--- config.mk ---
export PLATFORM = sky130hd
export DESIGN_NAME = excp_ctrl
export DESIGN_NICKNAME = d
export VERILOG_FILES = /design/src/rtl/excp_ctrl.sv
export SDC_FILE = /design/constraint.sdc
export NUM_CORES = 1
export LEC_CHECK = 0
export ABC_AREA = 1
export CAP_MARGIN = 20
export CORE_ASPECT_RATIO = 1.1
export CORE_MARGIN = 3
export CORE_UTILIZATION = 36
export CTS_CLUSTER_SIZE = 12
export DETAILED_ROUTE_END_ITERATION = 16
export PLACE_DENSITY = 0.81
export RECOVER_POWER = 50
export SLEW_MARGIN = 20
export SYNTH_ARGS = -nofsm -noshare
export SYNTH_HDL_FRONTEND = slang
export SYNTH_SLANG_ARGS = --single-unit
export TNS_END_PERCENT = 20
--- constraint.sdc ---
create_clock -name clk -period 1.8 [get_ports clk]
set_clock_uncertainty 0.15 [all_clocks]
set_input_delay 0.45 -clock clk [delete_from_list [all_inputs] [get_ports clk]]
set_output_delay 0.45 -clock clk [all_outputs]
set_load 0.005 [all_outputs]
--- src/rtl/excp_ctrl.sv ---
// rtl/excp_ctrl.sv - exception/interrupt sequencer between the MEM stage and CP0
// Optional macro EXCP_CTRL_INT_SYNC_EN: 2-flop synchronizer on int_i (default: single register stage).
module excp_ctrl #(
  parameter logic [31:0] EXC_VECTOR   = 32'hBFC0_0380,
  parameter int unsigned FLUSH_CYCLES = 2
) (
  input  logic        clk,
  input  logic        rst,
  input  logic        mem_valid_i,
  input  logic [3:0]  mem_flags_i,
  input  logic [31:0] mem_pc_i,
  input  logic        mem_delay_i,
  input  logic [31:0] status_i,
  input  logic [31:0] cause_i,
  input  logic [31:0] epc_i,
  input  logic [5:0]  int_i,
  input  logic        timer_int_i,
  output logic [31:0] excp_type_o,
  output logic [31:0] excp_pc_o,
  output logic        excp_delay_o,
  output logic [5:0]  hw_int_o,
  output logic        flush_o,
  output logic [31:0] new_pc_o,
  output logic        stall_o
);

  localparam logic [31:0] TYPE_INT  = 32'd1;
  localparam logic [31:0] TYPE_SYS  = 32'd8;
  localparam logic [31:0] TYPE_INV  = 32'd10;
  localparam logic [31:0] TYPE_OV   = 32'd12;
  localparam logic [31:0] TYPE_ERET = 32'd14;
  localparam logic [2:0]  CNT_LOAD  = 3'(FLUSH_CYCLES - 1);

  typedef enum logic [1:0] {S_IDLE, S_COMMIT, S_FLUSH} state_t;

  state_t      r_state, w_state_nxt;
  logic [31:0] r_type, w_type_nxt;
  logic [31:0] r_pc, w_pc_nxt;
  logic        r_delay, w_delay_nxt;
  logic        r_flush, w_flush_nxt;
  logic [31:0] r_new_pc, w_new_pc_nxt;
  logic [2:0]  r_cnt, w_cnt_nxt;
  logic [5:0]  r_hw_int;
  logic [5:0]  w_int_stage;
  logic [7:0]  w_ip;
  logic        w_int_pend;
  logic        w_accept;
  logic [31:0] w_evt_type;
  logic        w_unused;

`ifdef EXCP_CTRL_INT_SYNC_EN
  logic [5:0] r_int_meta;
  always_ff @(posedge clk) begin
    if (rst) r_int_meta <= '0;
    else     r_int_meta <= int_i;
  end
  assign w_int_stage = r_int_meta;
`else
  assign w_int_stage = int_i;
`endif

  // Timer bypasses the synchronizer: it is already in this clock domain.
  always_ff @(posedge clk) begin
    if (rst) r_hw_int <= '0;
    else     r_hw_int <= {w_int_stage[5] | timer_int_i, w_int_stage[4:0]};
  end

  assign w_ip       = cause_i[15:8] | {r_hw_int, 2'b00};
  assign w_int_pend = status_i[0] & ~status_i[1] & (|(w_ip & status_i[15:8]));
  assign w_accept   = mem_valid_i & ~r_flush & (w_int_pend | (|mem_flags_i));
  assign w_unused   = &{1'b0, status_i[31:16], status_i[7:2], cause_i[31:16], cause_i[7:0]};

  always_comb begin
    w_evt_type = TYPE_ERET;
    if (w_int_pend)          w_evt_type = TYPE_INT;
    else if (mem_flags_i[1]) w_evt_type = TYPE_INV;
    else if (mem_flags_i[0]) w_evt_type = TYPE_SYS;
    else if (mem_flags_i[2]) w_evt_type = TYPE_OV;
  end

  always_comb begin
    w_state_nxt  = r_state;
    w_type_nxt   = '0;
    w_pc_nxt     = r_pc;
    w_delay_nxt  = r_delay;
    w_flush_nxt  = 1'b0;
    w_new_pc_nxt = r_new_pc;
    w_cnt_nxt    = r_cnt;
    case (r_state)
      S_IDLE: begin
        if (w_accept) begin
          w_state_nxt = S_COMMIT;
          w_type_nxt  = w_evt_type;
          w_pc_nxt    = mem_pc_i;
          w_delay_nxt = mem_delay_i;
        end
      end
      S_COMMIT: begin
        // r_type still holds the event CP0 absorbed this cycle.
        w_flush_nxt  = 1'b1;
        w_new_pc_nxt = (r_type == TYPE_ERET) ? epc_i : EXC_VECTOR;
        w_cnt_nxt    = CNT_LOAD;
        w_state_nxt  = (CNT_LOAD == 3'd0) ? S_IDLE : S_FLUSH;
      end
      S_FLUSH: begin
        if (r_cnt == 3'd0) begin
          w_state_nxt = S_IDLE;
        end else begin
          w_flush_nxt = 1'b1;
          w_cnt_nxt   = r_cnt - 3'd1;
        end
      end
      default: w_state_nxt = S_IDLE;
    endcase
  end

  always_ff @(posedge clk) begin
    if (rst) begin
      r_state  <= S_IDLE;
      r_type   <= '0;
      r_pc     <= '0;
      r_delay  <= 1'b0;
      r_flush  <= 1'b0;
      r_new_pc <= '0;
      r_cnt    <= '0;
    end else begin
      r_state  <= w_state_nxt;
      r_type   <= w_type_nxt;
      r_pc     <= w_pc_nxt;
      r_delay  <= w_delay_nxt;
      r_flush  <= w_flush_nxt;
      r_new_pc <= w_new_pc_nxt;
      r_cnt    <= w_cnt_nxt;
    end
  end

  assign excp_type_o  = r_type;
  assign excp_pc_o    = r_pc;
  assign excp_delay_o = r_delay;
  assign hw_int_o     = r_hw_int;
  assign flush_o      = r_flush;
  assign new_pc_o     = r_new_pc;
  assign stall_o      = (r_state != S_IDLE);

endmodule

# Word-level counts from Yosys, hierarchy flattened

Index checks and enable logic that the tools add are counted.

Input port bits: 143
Memory bits (writable): 0
Register bits after elaboration: 109
Bits in latches: 0
Logic and storage cells: 53
Memories kept: 0
Memory bits (read-only): 0
Output and inout port bits: 105

Magnitude comparators: 0
Mux-type cells: 12
Bitwise logic cells: 12
Divide/modulo/power cells: 0
Reduce and logical (&&, ||, !) cells: 12
Multipliers: 0
Equality and inequality tests: 6
Add/subtract/negate cells: 1
Shifts and indexed selects: 0

Operator list:

| cell                                                  | count |
|---|---|
| equality test 32 x 4 -> 1 bit (second input constant) | 1 |
| 2-to-1 mux 32 bit                                     | 1 |
| 2-to-1 mux 2 bit                                      | 5 |
| bitwise AND 8 bit                                     | 1 |
| OR 8 bit                                              | 1 |
| OR reduction 4 bit                                    | 2 |
| OR reduction 8 bit                                    | 1 |
| inequality test 2 bit (second input constant)         | 3 |
| case mux 2 bit (3 select lines)                       | 1 |
| case mux 3 bit (2 select lines)                       | 1 |
| AND reduction 2 bit                                   | 3 |
| OR reduction 6 bit                                    | 1 |
| bitwise AND 1 bit                                     | 4 |
| inverter 1 bit                                        | 4 |
| nonzero test 2 bit                                    | 2 |
| zero test 3 bit                                       | 1 |
| 2-to-1 mux 3 bit                                      | 1 |
| OR reduction 3 bit                                    | 1 |
| subtractor 3 x 1 -> 3 bit (second input constant)     | 1 |
| equality test 2 x 1 -> 1 bit (second input constant)  | 1 |
| equality test 2 bit (second input constant)           | 1 |
| zero test 2 bit                                       | 1 |
| 2-to-1 mux 1 bit                                      | 2 |
| OR 1 bit                                              | 2 |
| case mux 1 bit (2 select lines)                       | 1 |

# Depth between registers and ports, before layout

Depth in word-level cells: 8
Depth in mapped cells: 13
Mapped depth without buffers: 13

# Worst setup path after synthesis

OpenSTA, ideal clock, no wires.

Path type: input-to-reg
From: in mem_flags_i[1]
To: reg r_delay, in the netlist excp_delay_o
Arrival time: 1.335 ns
Stages on the path: 8
Slack: 0.172 ns
Path buffers: 1
Setup time: 0.143 ns
Path through: or2_1 -> nor3_4 -> nand2_4 -> nand2_4 -> nor2_8 -> buf_12 -> nand2_4 -> a21oi_2

Cells in the longest elaborated chain, start to end: 4

Ends and longest elaborated chain:

| element                       | line | source |
|---|---|---|
| start, declared               | 10   | `input logic [3:0] mem_flags_i,` |
| OR reduction 4 bit            | 70   | `assign w_accept = mem_valid_i & ~r_flush & (w_int_pend \| (\|mem_flags_i));` |
| OR 1 bit                      | 70   |  |
| bitwise AND 1 bit             | 70   |  |
| AND reduction 2 bit (no line) | n/a  |  |
| end signal, assigned          | 130  | `r_delay <= w_delay_nxt;` |
| end, declared                 | 39   | `logic r_delay, w_delay_nxt;` |

Every way passes these cells.
A chain may end at the register's enable or synchronous reset.

# Final worst setup path

From: in mem_flags_i[0]
To: reg r_pc[1], in the netlist excp_pc_o[1]

Cells in the longest elaborated chain, start to end: 4

Ends and longest elaborated chain:

| element                       | line | source |
|---|---|---|
| OR reduction 4 bit            | 70   |  |
| OR 1 bit                      | 70   |  |
| bitwise AND 1 bit             | 70   |  |
| AND reduction 2 bit (no line) | n/a  |  |
| end signal, assigned          | 129  | `r_pc <= w_pc_nxt;` |
| end, declared                 | 38   | `logic [31:0] r_pc, w_pc_nxt;` |

Every way passes these cells.

==> results_dict.tcl <==
set metrics [dict create \
    dr_total_vias 3311 \
    die_x_um 102 \
    slew_headroom 0.651 \
    drc_errors 0 \
    synth.area.top_cells "dfxtp_1 (44%), nand2_4 (9.8%), nand2_1 (7.2%)" \
    finalCritPeriodShare 0.967 \
    fp.dieH_um 112 \
    diodes 0 \
    overflow 0 \
    instances_no_fill 728 \
    post-dp-hpwl_um 7300 \
    ys.flop_type "dfxtp_1" \
    cp_max_fo 8 \
    crit_required_ns 1.86 \
    grt_pass1_wl_um 15700 \
    first_pass_iters 4 \
    setup_violations 0 \
    synth-simple-area-share 0.239 \
    p_per_area_nw_per_um2 986 \
    hold_viol 0 \
    numCtsBuffers 9 \
    start_util 0.370 \
    synth-seq-area-share 0.441 \
    synth_top_family_by_area "simple AND/OR/NAND/NOR gates" \
    netlist_area_um2 3680 \
    multiInputGateArea_um2 1750 \
    nFillCells 891 \
    nets 751 \
    status "complete, no violations" \
    yosysMostFrequentCell "dfxtp_1" \
    synth_seq_cells 81 \
    synth_top_area_frac 0.441 \
    ys_async_sr_fraction 0 \
    clockRootBuffer "clkbuf_8" \
    synth.distinct_cells 27 \
    syn_to_final_growth_pct 57.6 \
    cts.sinks 81 \
    wl_per_cell_um 13.4 \
    drv_slew 0 \
    final-seq-area_um2 1640 \
    synth_top_area_cell "dfxtp_1" \
    endpoint_kind "flip-flop" \
    clk_pin_slew_ns 0.08 \
    synth_compound_area_frac 0.183 \
    antenna_found_initial 0 \
    worst-setup-path-type "in2reg" \
    htree_levels 3 \
    die-area_um2 11500 \
    grt_pass1_vias 3321 \
    vias_per_cell 4.55 \
    wirelength_um 9790 \
    io_buffers 173 \
    gp_congestion 0.735 \
    cap_violations 0 \
    power_mw 5.72 \
    synthAdderAreaFrac 0.0170 \
    synth_edf_count 0 \
    fin_crit_ns 1.74 \
    placed_cells 706 \
    cts_tree "built" \
    crit_arrival_ns 1.80 \
    cp-start-kind "input port" \
    synth_warnings 0 \
    drtAntennaViolNets 0 \
    drive_gt1_frac 0.222 \
    grt_max_degree 53 \
    drt_iter0_drc 116 \
    clockBufferDepth 2 \
    worst_pin_slew_ns 0.524 \
    setup_ws_ns 0.0595 \
    peakVddDrop_uv 451 \
    clkLatencyLatePin_ns 0.34 \
    hold_path.class "in2reg" \
    p_leak_nw 2.80 \
    avgSynthCellArea_um2 8.80 \
    rows 38 \
    max_freq_mhz 575 \
    muxShareOfSynthArea 0 \
    grt_usage 0.170 \
    synth_xor_area_frac 0 \
    coreArea_um2 9940 \
    post-place-ws_ns -0.442 \
    syn_inst 418 \
    synth_commonest_cells "dfxtp_1 (81), nand2_1 (71), a21oi_1 (41)" \
    ios 248 \
]
cell families after synthesis:
group                    count (synthesis)
flip-flops                              81
adder cells (fa/ha/maj)                  5
buffers and inverters                   74
AO/OA/AOI/OAI                          111
other                                    1
AND/OR/NAND/NOR                        146
stage by stage:
stage	instance area, um^2	hold slack, ns	utilization	setup TNS (ns)
floorplan	3780	0.310	-	0
detailed placement	5500	0.309	0.553	-14.79
finish	5800	0.314	0.584	0
CTS	5800	0.294	0.583	-0.00552
global placement	5500	0.302	0.553	-14.26
global route	5800	0.315	0.584	-0.0202
path summary, 6_finish.rpt:
| kind | start | endpoint | slack, ns | cells after the start |
|---|---|---|---|---|
| min | rst | hw_int_o[2] | 0.31 | 3 |
| max | mem_flags_i[0] | excp_pc_o[1] | 0.06 | 10 |
| max reg2reg | hw_int_o[0] | excp_pc_o[1] | 0.12 | 12 |
| min reg2reg | excp_pc_o[3] | excp_pc_o[3] | 0.33 | 2 |
worst max-delay path: stages:
cell	delay, ns
dlygate4sd2_1	0.25
or2_4	0.26
nor3_4	0.22
nand2_4	0.09
nand2_4	0.11
nor2_8	0.05
buf_6	0.11
buf_12	0.14
nand2_1	0.06
a21oi_1	0.05
per-layer routing:
layer  wire length, um  vias up  track usage
met1              3700     1507        0.185
met2              5090      132        0.300
met5                 0        -            0
li1                  -     1654            -
met4               172        0       0.0595
met3               829       18       0.0628
power breakdown:
part | switching (mW) | leakage (nW) | internal, mW
clock network | 0.654 | 0.120 | 0.958
registers | 0.132 | 0.671 | 2.08
logic | 0.914 | 2.01 | 0.973
total | 1.70 | 2.80 | 4.02
final cells by class:
class | instances | share of cell area
tap | 120 | 0.0259
sequential | 81 | 0.283
timing repair buffer | 200 | 0.333
clock inverter | 5 | 0.0177
inverter | 21 | 0.0136
clock buffer | 11 | 0.0244
multi-input combinational | 290 | 0.302
registers in the layout (all words and copies together) (netlist names):
name	count
excp_type_o	4
new_pc_o	32
r_cnt	3
excp_pc_o	32
excp_delay_o	1
hw_int_o	6
flush_o	1
r_state	2
what timing repair did:
action	CTS	global route
buffers inserted	5	0
gates cloned	1	0
setup endpoints to repair	102	37
hold buffers	0	0
endpoints found under the hold margin	0	0
pin swaps	21	3
resized for setup	125	14
placed cells by master (no fill, tap or decap), types with 2 or more instances in the layout:
cell type	synthesis	layout
clkdlybuf4s25_1	0	4
buf_6	0	2
bufinv_16	0	3
a21oi_2	29	31
clkdlybuf4s50_1	0	69
buf_12	3	6
nor2_2	1	2
buf_2	6	2
nand3_1	3	3
ha_1	5	5
nor2_1	29	28
o21ai_1	4	4
clkbuf_8	0	10
dfxtp_1	81	67
inv_1	21	20
nor2_8	3	3
buf_4	28	16
conb_1	1	28
a21oi_1	41	39
dfxtp_2	0	13
dlygate4sd3_1	0	6
dlygate4sd2_1	0	86
o21ai_0	34	34
nand2_1	71	69
dlymetal6s2s_1	0	6
nor3_1	2	2
nand2_4	32	34
Note: power is estimated with default switching activity, not from simulation.
==> patch 1: new RTL, same flow settings <==
Set the parameter `EXC_VECTOR` to 32'h8FD002A0 (it was 32'hBFC0_0380).
--- a/src/rtl/excp_ctrl.sv
+++ b/src/rtl/excp_ctrl.sv
@@ -1,7 +1,7 @@
 // rtl/excp_ctrl.sv - exception/interrupt sequencer between the MEM stage and CP0
 // Optional macro EXCP_CTRL_INT_SYNC_EN: 2-flop synchronizer on int_i (default: single register stage).
 module excp_ctrl #(
-  parameter logic [31:0] EXC_VECTOR   = 32'hBFC0_0380,
+  parameter logic [31:0] EXC_VECTOR   = 32'h8FD002A0,
   parameter int unsigned FLUSH_CYCLES = 2
 ) (
   input  logic        clk,
Function: changed (Yosys sat finds a counterexample within 4 cycles, from zero or initial values and one cycle with rst high).
==> patch 1 against the original RTL <==
- the flow now finishes with violations (negative setup slack)
- first-iteration DRC count is 17% higher
- non-clock buffer count shrank 5
- register-to-register slack better by 40 ps
- die area fell by 6.7%
- sequential cell count stayed put
- largest cell class unchanged
- count of clock-buffer cells in the layout decreased by 1
- wire length is 1.7% higher
- largest power group unchanged
- synthesized area decreased by 7.1%
- combinational power fell by 7%
- critical path type unchanged
- power is 1.9% lower
- setup slack got worse by 88 ps
- final area is 2.4% lower
==> patch 1: results (changes against the original RTL) <==
[routing]
dr_total_vias=3296  ; -0.45%
wirelength_mm=9.96  ; +1.7%
firstDrtPassIters=4  ; unchanged
drtIter0Drc=136  ; +17%

[outcome]
status=finished, violations left
violations=negative setup slack

[synth]
synth_compound_area_frac=0.186  ; +0.00292
ys_types=27  ; unchanged
synth_fa_ha_area_frac=0.0183  ; +0.00129
yosys-top-cells-area=dfxtp_1 (47%), nand2_1 (9.0%), a21oi_1 (7.3%), buf_4 (6.8%), o21ai_0 (5.3%)
synthMuxAreaShare=0  ; unchanged
async_reset_ff_frac=0  ; unchanged
synth_warnings=0  ; unchanged
synth_commonest_cells=nand2_1 (82), dfxtp_1 (81), a21oi_1 (50), o21ai_0 (36)
synthXorXnorAreaFrac=0  ; unchanged
yosysSeqAreaShare=0.474  ; +0.0335

[hold_path]
holdPathStages=2  ; -1
hold_path.class=reg2reg
hold-path-endpoint=excp_pc_o[23]
hold_path.startpoint=excp_pc_o[23]

[clock_tree]
h-tree-depth=3  ; unchanged
tritoncts.num_buffers=9  ; unchanged
cts_buffer_depth=2  ; unchanged
root_buffer=clkbuf_8
cts.clk_slew.worst_paths_ps=80  ; about the same
clk-insertion-delay-late_ps=350

[placement]
gp_congestion=0.761  ; +3.6%
placement.setup.worst_slack_ps=-414  ; +28.0 ps
hpwl_mm=7.00  ; -4.1%
port-buffer-count=173  ; unchanged

[power]
ir_drop_uv=655  ; +45%
power.leakage_nw=2.80  ; about the same

[final_layout]
layout.nets=746  ; -0.67%
num_antenna_cells=0  ; unchanged
fill_cells=791  ; -11%
layout-drive-gt1-share=0.209  ; -0.0131

[global_routing]
grt_max_degree=54  ; +1.9%
antenna_found_initial=0  ; unchanged
grt_pass1_wl_mm=14.9  ; -5.0%
grtUsageTotal=0.172  ; +0.00168
grt_pass1_vias=3166  ; -4.7%

[setup_path]
r2r_slack_ps=160  ; +40 ps
worstPathArrival_ps=1880  ; +80 ps
r2r_end=r_cnt[2]
r2r_cells=5  ; -7
crit_family=simple AND/OR/NAND/NOR gates
max_stage_delay_ps=460  ; +200 ps
crit_path_max_fanout=8  ; unchanged
worst_path_max_delay_cell=clkdlybuf4s50_1
cp-startpoint=mem_flags_i[1]
r2r_start=r_state[0]
critPathCapture=excp_pc_o[3]

[sta]
max_slew.worst_pin.slew_ps=827  ; +304 ps
worst_slack_ps=-28.1  ; -87.6 ps
finalSetupViolCount=4  ; +4

[patch 1: changes by cell type in the layout (fill, tap and decap cells not counted), sizes merged, moves of 4 or more]
cell and change:
dlygate4sd3 -6, clkdlybuf4s25 -4, dlymetal6s2s +23, clkdlybuf4s50 +12
buf -7, dlygate4sd2 -25
[patch 1: layout make-up]
cell class                      instances  area (sq um)  share of cell area
Timing Repair Buffer                  195          1980               0.350
Clock inverter                          6           114              0.0201
Inverter                               21          78.8              0.0139
Clock buffer                           10           138              0.0243
Sequential cell                        81          1650               0.292
Multi-Input combinational cell        290          1550               0.275
Tap cell                              114           143              0.0252
[patch 1: stage by stage]
step / util / hold slack, ps / instance area (sq um) / instances / TNS (ps)
finish: 0.625 / 323 / 5660 / 717 / -41.9
global route: 0.625 / 343 / 5660 / 717 / -651
CTS: 0.605 / 324 / 5480 / 715 / -309
detailed placement: 0.579 / 314 / 5240 / 697 / -13150
global placement: 0.579 / 299 / 5240 / 697 / -12230
floorplan: - / 310 / 3520 / 445 / 0
[patch 1: power breakdown]
group / switching, W / total, W / internal, W
combinational: 0.000827 / 0.00175 / 0.000920
clock: 0.000675 / 0.00164 / 0.000964
sequential: 0.000129 / 0.00222 / 0.00209
total: 0.00163 / 0.00561 / 0.00398
[patch 1: repair_timing]
item / 4_1_cts / 5_1_grt
setup buffers: 1 / 0
gates cloned: 1 / 2
setup endpoints to repair: 78 / 55
resized for setup: 91 / 56
pin swaps: 4 / 15
[patch 1: worst reg2reg max path, cell delays in order, from the launching register on]
cell and delay [ps]:
dfxtp_2 330, buf_4 130, ha_1 260, inv_1 360
o21ai_0 130, nor3_1 190
[patch 1: metal layers]
metal  up-vias  GRT usage  wire length [um]
met4         0     0.0605               114
met2       134      0.302              5280
met3        10     0.0761               924
met1      1506      0.183              3640
met5         -          0                 0
li1       1646          -                 -
==> patch 2: new RTL, same settings <==
Made on the original files. Take the reset off `r_pc` and load it in a clocked block of its own.
--- a/src/rtl/excp_ctrl.sv
+++ b/src/rtl/excp_ctrl.sv
@@ -118,7 +118,6 @@
     if (rst) begin
       r_state  <= S_IDLE;
       r_type   <= '0;
-      r_pc     <= '0;
       r_delay  <= 1'b0;
       r_flush  <= 1'b0;
       r_new_pc <= '0;
@@ -126,12 +125,15 @@
     end else begin
       r_state  <= w_state_nxt;
       r_type   <= w_type_nxt;
-      r_pc     <= w_pc_nxt;
       r_delay  <= w_delay_nxt;
       r_flush  <= w_flush_nxt;
       r_new_pc <= w_new_pc_nxt;
       r_cnt    <= w_cnt_nxt;
     end
+  end
+
+  always_ff @(posedge clk) begin
+    r_pc <= w_pc_nxt;
   end
 
   assign excp_type_o  = r_type;
Check against the original RTL: not equivalent (Yosys sat finds a counterexample within 4 cycles, from zero or initial values and one cycle with rst high).
==> patch 2 against the original RTL <==
- power shrank 9.2%
- synthesized area is 15% lower
- die area fell by 14%
- wire length shrank 7.7%
- hold slack gained 14 ps
- global-route usage rose by 0.14 points
- sequential cell count unchanged
- setup slack worse by 31 ps
- maximum frequency shrank 1.7%
- sequential share of layout area grew 8.1 points
- final area down 7.7%
- critical endpoint is now excp_pc_o[21]
- largest power group unchanged
==> patch 2: results (changes against the original RTL) <==
[synth]
synth_edf_count=32  ; +32
synth_fa_ha_area_frac=0.0199  ; +0.00291
synth_commonest_cells=dfxtp_1 (49), a21oi_1 (37), nand2_1 (37), o21ai_0 (33), edfxtp_1 (32)
synth_compound_area_frac=0.131  ; -0.0520
yosys-top-cells-area=dfxtp_1 (31%), edfxtp_1 (31%), buf_4 (6.9%), a21oi_1 (5.9%), o21ai_0 (5.3%)
synth_cells=310  ; -26%
ys_types=26  ; -3.7%
yosysSeqAreaShare=0.618  ; +0.177

[final_layout]
bufAreaShareNonClock=0.377  ; +0.0440
buffers=201  ; +0.50%
regArea_sq_um=1950  ; +19%
seq_share=0.364  ; +0.0807
fill_cells=684  ; -23%
inverters=20  ; -4.8%
design.seq.count=81  ; unchanged
layout-drive-gt1-share=0.123  ; -0.0988
multi_input_area_sq_um=965  ; -45%
clk_share=0.0388  ; -0.00326
layout.nets=654  ; -13%
multi_input_gates=193  ; -33%

[routing]
wl_met3_mm=1.07  ; +28%
drtIter0Drc=73  ; -37%
top_layer_used=met4
firstDrtPassIters=5  ; +1
wirelength_mm=9.04  ; -7.7%
viasPerCell=4.50  ; -1.0%
dr_wl_met2_mm=4.76  ; -6.5%
route.detailed.wl_per_inst_um=14.5  ; +8.0%
wl_met1_mm=3.13  ; -15%

[outcome]
status=finished clean

[global_routing]
grt_pass1_wl_mm=13.0  ; -17%
grt_use_met1=0.176  ; -0.00937
grtUsageTotal=0.172  ; +0.00140
grt_use_met3=0.0818  ; +0.0190
grt_pass1_vias=2668  ; -20%
gr-usage-met2=0.303  ; +0.00276

[clock_tree]
cts_resized=76  ; -39%
post_cts_buffers=3  ; -2

[power]
p_seq_frac=0.454  ; +0.066
ir_drop_uv=491  ; +9.0%
p_switching_w=0.00147  ; -14%
power.leakage_nw=2.49  ; -11%
power_density_nw_per_um2=970  ; -1.6%

[placement]
placed_cells_incl_taps=598  ; -15%
placement.setup.worst_slack_ps=-454  ; -11.2 ps
gp_congestion=0.734  ; -0.16%
place_area_sq_um=5040  ; -8.2%

[setup_path]
worstPathArrival_ps=1740  ; -60 ps

[die]
taps=111  ; -7.5%

-- patch 2: changes by cell type in the layout (fill, tap and decap cells not counted), sizes merged, moves of 3 or more --
cell           before  now
edfxtp              0   32
nand2             104   41
clkdlybuf4s25       4   14
dfxtp              81   49
inv                21   24
dlygate4sd2        86   61
a21oi              70   38
dlygate4sd3         6   33
dlymetal6s2s        6   17
clkdlybuf4s50      69   47
-- patch 2: worst max-delay path, stage by stage --
cell	delay, ps
clkdlybuf4s50_1	470
nor4_4	300
nand2_2	110
nand2_4	80
nor2_4	40
buf_6	120
clkbuf_16	150
-- patch 2: final timing paths --
check | depth (start not counted) | endpoint | from | slack [ps]
hold / removal | 2 | excp_delay_o | excp_delay_o | 330
setup reg to reg | 10 | excp_pc_o[21] | hw_int_o[4] | 130
hold reg to reg | 2 | excp_delay_o | excp_delay_o | 330
setup / recovery | 7 | excp_pc_o[21] | mem_flags_i[1] | 30
